File: src/rtl/traffic_pkg.sv
// rtl/traffic_pkg.sv - density encodings and default timing/threshold constants shared with the light controller
package traffic_pkg;

  typedef enum logic [1:0] {
    DENS_LOW  = 2'b00,
    DENS_MED  = 2'b01,
    DENS_HIGH = 2'b10
  } dens_t;

  localparam int DEBOUNCE_CYC_DEF  = 4;
  localparam int DISCHARGE_CYC_DEF = 2;
  localparam int QW_DEF            = 6;
  localparam int QMAX_DEF          = 63;
  localparam int TH_MED_DEF        = 4;
  localparam int TH_HIGH_DEF       = 12;

  function automatic dens_t dens_encode(input int q, input int th_med, input int th_high);
    if (q >= th_high) return DENS_HIGH;
    if (q >= th_med)  return DENS_MED;
    return DENS_LOW;
  endfunction

endpackage

File: src/rtl/traffic_lane_counter.sv
// rtl/traffic_lane_counter.sv - one road: detector sync/debounce, arrival edge, green discharge, queue and level
module traffic_lane_counter
  import traffic_pkg::*;
#(
  parameter int DEBOUNCE_CYC  = DEBOUNCE_CYC_DEF,
  parameter int DISCHARGE_CYC = DISCHARGE_CYC_DEF,
  parameter int QW            = QW_DEF,
  parameter int QMAX          = QMAX_DEF,
  parameter int TH_MED        = TH_MED_DEF,
  parameter int TH_HIGH       = TH_HIGH_DEF
) (
  input  logic          clk,
  input  logic          reset_n,
  input  logic          det,
  input  logic          green,
  output logic [1:0]    traffic,
  output logic [QW-1:0] queue
);

  localparam int DW = $clog2(DEBOUNCE_CYC + 1);
  localparam int PW = $clog2(DISCHARGE_CYC + 1);
  localparam logic [DW-1:0] DEB_LAST = DW'(DEBOUNCE_CYC - 1);
  localparam logic [PW-1:0] DIS_LAST = PW'(DISCHARGE_CYC - 1);
  localparam logic [QW-1:0] QSAT     = QW'(QMAX);

  logic          sync1;
  logic          s;
  logic          d;
  logic [DW-1:0] dcnt;
  logic [PW-1:0] pcnt;
  logic          arrival;
  logic          departure;

  // Arrival fires in the same cycle d is accepted high, so the queue moves on that edge.
  assign arrival   = s && !d && (dcnt == DEB_LAST);
  assign departure = green && (pcnt == DIS_LAST) && (queue != '0);

  always_ff @(posedge clk or negedge reset_n) begin
    if (!reset_n) begin
      sync1   <= 1'b0;
      s       <= 1'b0;
      d       <= 1'b0;
      dcnt    <= '0;
      pcnt    <= '0;
      queue   <= '0;
      traffic <= DENS_LOW;
    end else begin
      sync1 <= det;
      s     <= sync1;

      if (s == d) begin
        dcnt <= '0;
      end else if (dcnt == DEB_LAST) begin
        d    <= s;
        dcnt <= '0;
      end else begin
        dcnt <= dcnt + 1'b1;
      end

      if (!green || pcnt == DIS_LAST) pcnt <= '0;
      else                            pcnt <= pcnt + 1'b1;

      if (arrival && !departure) begin
        if (queue != QSAT) queue <= queue + 1'b1;
      end else if (departure && !arrival) begin
        queue <= queue - 1'b1;
      end

      traffic <= dens_encode(int'(queue), TH_MED, TH_HIGH);
    end
  end

endmodule

File: src/rtl/traffic_density_sensor.sv
// rtl/traffic_density_sensor.sv - three identical road lane counters feeding the adaptive light controller
module traffic_density_sensor
  import traffic_pkg::*;
#(
  parameter int DEBOUNCE_CYC  = DEBOUNCE_CYC_DEF,
  parameter int DISCHARGE_CYC = DISCHARGE_CYC_DEF,
  parameter int QW            = QW_DEF,
  parameter int QMAX          = QMAX_DEF,
  parameter int TH_MED        = TH_MED_DEF,
  parameter int TH_HIGH       = TH_HIGH_DEF
) (
  input  logic          clk,
  input  logic          reset_n,
  input  logic          det_A,
  input  logic          det_B,
  input  logic          det_C,
  input  logic          A_green,
  input  logic          B_green,
  input  logic          C_green,
  output logic [1:0]    traffic_A,
  output logic [1:0]    traffic_B,
  output logic [1:0]    traffic_C,
  output logic [QW-1:0] queue_A,
  output logic [QW-1:0] queue_B,
  output logic [QW-1:0] queue_C
);

  traffic_lane_counter #(
    .DEBOUNCE_CYC(DEBOUNCE_CYC), .DISCHARGE_CYC(DISCHARGE_CYC), .QW(QW),
    .QMAX(QMAX), .TH_MED(TH_MED), .TH_HIGH(TH_HIGH)
  ) u_lane_a (
    .clk(clk), .reset_n(reset_n), .det(det_A), .green(A_green),
    .traffic(traffic_A), .queue(queue_A)
  );

  traffic_lane_counter #(
    .DEBOUNCE_CYC(DEBOUNCE_CYC), .DISCHARGE_CYC(DISCHARGE_CYC), .QW(QW),
    .QMAX(QMAX), .TH_MED(TH_MED), .TH_HIGH(TH_HIGH)
  ) u_lane_b (
    .clk(clk), .reset_n(reset_n), .det(det_B), .green(B_green),
    .traffic(traffic_B), .queue(queue_B)
  );

  traffic_lane_counter #(
    .DEBOUNCE_CYC(DEBOUNCE_CYC), .DISCHARGE_CYC(DISCHARGE_CYC), .QW(QW),
    .QMAX(QMAX), .TH_MED(TH_MED), .TH_HIGH(TH_HIGH)
  ) u_lane_c (
    .clk(clk), .reset_n(reset_n), .det(det_C), .green(C_green),
    .traffic(traffic_C), .queue(queue_C)
  );

endmodule

File: config.mk
export PLATFORM = sky130hd
export DESIGN_NAME = traffic_density_sensor
export DESIGN_NICKNAME = d
export VERILOG_FILES = /design/src/rtl/traffic_pkg.sv /design/src/rtl/traffic_lane_counter.sv /design/src/rtl/traffic_density_sensor.sv
export SDC_FILE = /design/constraint.sdc
export NUM_CORES = 1
export LEC_CHECK = 0
export CAP_MARGIN = 20
export CORE_ASPECT_RATIO = 0.8
export CORE_MARGIN = 2
export CORE_UTILIZATION = 50
export CTS_CLUSTER_DIAMETER = 80
export DETAILED_ROUTE_END_ITERATION = 10
export PLACE_DENSITY = 0.76
export SLEW_MARGIN = 10
export SYNTH_ARGS = -nofsm -noshare
export SYNTH_HDL_FRONTEND = slang
export SYNTH_HIERARCHICAL = 1
export SYNTH_SLANG_ARGS = --single-unit
File: constraint.sdc
create_clock -name clk -period 2.4 [get_ports clk]
set_input_delay 0.36 -clock clk [delete_from_list [all_inputs] [get_ports clk]]
set_output_delay 0.36 -clock clk [all_outputs]
set_load 0.02 [all_outputs]
==> results.sh <==
export IMPL_postLayoutCoreUtil=0.718
export IMPL_yosysTopAreaCellShare=0.480
export IMPL_drc_errors=0
export IMPL_cp_end_kind="flop"
export IMPL_synth_nets=233
export IMPL_synth_area_leaders="dfrtp_1 48%, ha_1 10%, mux2_4 7.2%, xnor2_1 4.2%, fa_1 2.4%"
export IMPL_hold_viol=0
export IMPL_grt_pass1_vias=1864
export IMPL_synth_xor_area_frac=0.0629
export IMPL_clkSlewWorstSetupHoldPaths_ns=0.09
export IMPL_slew_headroom=0.603
export IMPL_synthMuxAreaShare=0.0974
export IMPL_routed_via_count=1787
export IMPL_fin_ws_ns=-0.259
export IMPL_synth_seq_area_share=0.480
export IMPL_root_buffer="clkbuf_8"
export IMPL_synthCells=201
export IMPL_crit_path_start_kind="flop"
export IMPL_ys_top_cells_by_count="48 x dfrtp_1, 21 x ha_1, 12 x mux2_4, 12 x xnor2_1, 11 x nor2_1"
export IMPL_timing_hold_ws_ns=0.142
export IMPL_drt_initial_drc_count=118
export IMPL_ys_flop_type="dfrtp_1"
export IMPL_wl_per_cell_um=15.1
export IMPL_synth_compound_area_frac=0.0934
export IMPL_min_period_ns=2.66
export IMPL_totalWireLength_um=5130
export IMPL_num_io_pins=32
export IMPL_yosysUniqueCellTypes=31
export IMPL_area_growth_synth_to_final_pct=41.1
export IMPL_crit_fanout=5
export IMPL_gp_congestion=0.862
export IMPL_critPathKind="reg2reg"
export IMPL_fp_dieArea_um2=5600
export IMPL_drive_gt1_frac=0.386
export IMPL_diodes=0
export IMPL_skew_ns=0.00887
export IMPL_synthAdderAreaFrac=0.129
export IMPL_grt_antenna_before_repair=0
export IMPL_grtUsageMet2=0.322
export IMPL_power_total_mw=4.98
export IMPL_synth_async_reset_ratio=1.00
export IMPL_setup_tns_ns=-1.43
export IMPL_met3_usage=0.0428
export IMPL_yosysMostFrequentCell="dfrtp_1"
export IMPL_netlist_area_um2=2500
export IMPL_synth_seq_cells=48
export IMPL_peakVddDrop_mv=0.830
export IMPL_power_density_nw_per_um2=1410
export IMPL_synth_top_area_cell="dfrtp_1"
export IMPL_cts_made_buffers=5
export IMPL_cp_arrival_ns=2.89
export IMPL_gr_max_usage_layer="met2"
export IMPL_chipHeight_um=67.3
export IMPL_fin_crit_sh=1.11
export IMPL_fmax_mhz=376
export IMPL_coreArea_um2=4920
export IMPL_grt_use_met1=0.269
export IMPL_h_tree_depth=2
export IMPL_rows=23
export IMPL_start_util=0.509
export IMPL_fp_dieW_um=83.1
export IMPL_nets=308
export IMPL_synth_simple_area_share=0.115
export IMPL_rsz0062_at_grt="yes"
export IMPL_io_buffers=31
export IMPL_numClockSinks=48
export IMPL_drv_slew=0
export IMPL_clk_latency_ns=0.30
export IMPL_finalSetupViolations=11
export IMPL_cts_tree="yes"
export IMPL_via_per_inst=5.27
export IMPL_clock_path_buffers=2
export IMPL_p_leak_nw=1.53
export IMPL_synth_edf_count=0
export IMPL_worst_slew_pin_slew_ns=0.596
export IMPL_grt_usage=0.197
export IMPL_drv_cap=0
export IMPL_first_pass_iters=4
export IMPL_dp_hpwl_um=3610
export IMPL_status="finished, violations left"
export IMPL_synth_warnings=6
export IMPL_postCtsHoldBufs=0
export IMPL_failed_checks="setup timing"
export IMPL_hp_class="in2async"
export IMPL_grt_remaining_overflow=0
export IMPL_synth_top_family_by_area="adder cells"
export IMPL_crit_required_ns=2.63
export IMPL_avgSynthCellArea_um2=12.5
export IMPL_ant_nets=0
export IMPL_grt_pass1_wl_um=8730
export IMPL_grt_max_degree=49
[final timing paths]
path                                   startpoint           endpoint  slack [ns]  cells after the start
worst max-delay path            u_lane_b/queue[2]  u_lane_b/queue[5]       -0.26                      9
worst min-delay path                      reset_n  u_lane_b/queue[1]        0.14                      2
worst max register to register  u_lane_b/queue[2]  u_lane_b/queue[5]       -0.26                      9
worst min register to register     u_lane_c/sync1         u_lane_c/s        0.35                      0
max in group asynchronous                 reset_n  u_lane_a/queue[3]        1.82                      2
min in group clk                   u_lane_c/sync1         u_lane_c/s        0.35                      0
[layout make-up]
cell class / count / area, um2
Clock buffer: 6 / 82.6
Sequential cell: 48 / 1210
Multi-Input combinational cell: 144 / 1490
Timing Repair Buffer: 71 / 617
Clock inverter: 2 / 38.8
Inverter: 6 / 22.5
Fill cell: 349 / 1390
Tap cell: 62 / 77.6
[metrics by stage]
stage,setup slack (ns),cells,instance area (um2)
detailed placement,-0.291,327,3240
global placement,-0.268,327,3240
global route,-0.362,339,3530
finish,-0.259,339,3530
floorplan,-0.275,201,2620
CTS,-0.205,338,3500
[metal layers]
metal	vias to the layer above	routed length (um)
met5	-	0
met4	0	59
met3	9	234
met2	50	2450
met1	864	2390
li1	864	-
[worst max-delay path: stages (launching register included)]
cell	delay (ns)
dfrtp_2	0.41
or4_4	0.54
o311ai_4	0.33
nand2_4	0.15
ha_4	0.25
o21ai_0	0.20
o21bai_1	0.15
a21oi_2	0.19
mux2i_1	0.24
xnor2_1	0.13
[power by group]
group / total (mW) / internal, mW / switching, mW
clock network: 0.613 / 0.341 / 0.273
logic: 3.10 / 1.68 / 1.42
registers: 1.27 / 1.10 / 0.170
[cell usage in the layout, fill, tap and decap left out, drive strengths merged]
| master | Yosys | layout |
|---|---|---|
| xnor2 | 12 | 12 |
| nand2 | 8 | 8 |
| inv | 6 | 6 |
| buf | 3 | 41 |
| mux2 | 15 | 15 |
| nor2b | 7 | 7 |
| and2 | 1 | 1 |
| xor2 | 6 | 6 |
| nor2 | 11 | 11 |
| nand3 | 1 | 1 |
| clkbuf | 0 | 6 |
| or2 | 3 | 3 |
| clkdlybuf4s50 | 0 | 30 |
| dfrtp | 48 | 48 |
| a211oi | 3 | 3 |
| o21bai | 3 | 3 |
| a21oi | 10 | 10 |
| clkinv | 0 | 1 |
| bufinv | 0 | 1 |
| o311ai | 3 | 3 |
| nand4 | 3 | 3 |
| fa | 3 | 3 |
| a21o | 6 | 6 |
| o2111a | 1 | 1 |
| mux2i | 3 | 3 |
| nor3b | 6 | 6 |
| nand2b | 3 | 3 |
| nor3 | 6 | 6 |
| o211a | 1 | 1 |
| o21ai | 4 | 4 |
| and3b | 1 | 1 |
| ha | 21 | 21 |
| or4 | 3 | 3 |
[state kept, by name, indices dropped and copies added (netlist names), 3 cells and up]
name / flops
u_lane_b/dcnt: 3
u_lane_b/queue: 6
u_lane_a/queue: 6
u_lane_c/queue: 6
u_lane_c/dcnt: 3
u_lane_a/dcnt: 3
[cell families (layout without fill, tap and decap cells)]
| logic type | after synthesis | after routing |
|---|---|---|
| mux | 18 | 18 |
| xor+xnor | 18 | 18 |
| buf+inv | 9 | 85 |
| simple gates | 53 | 53 |
| fa+ha+maj | 24 | 24 |
| flops | 48 | 48 |
| compound gates | 31 | 31 |
[repair_timing]
item                       4_1_cts  5_1_grt
setup endpoints to repair       13       14
gates resized for setup         20        9
buffers inserted                 4        5
pin swaps                       31       20
No activity file was read; power rests on OpenSTA's default activity.
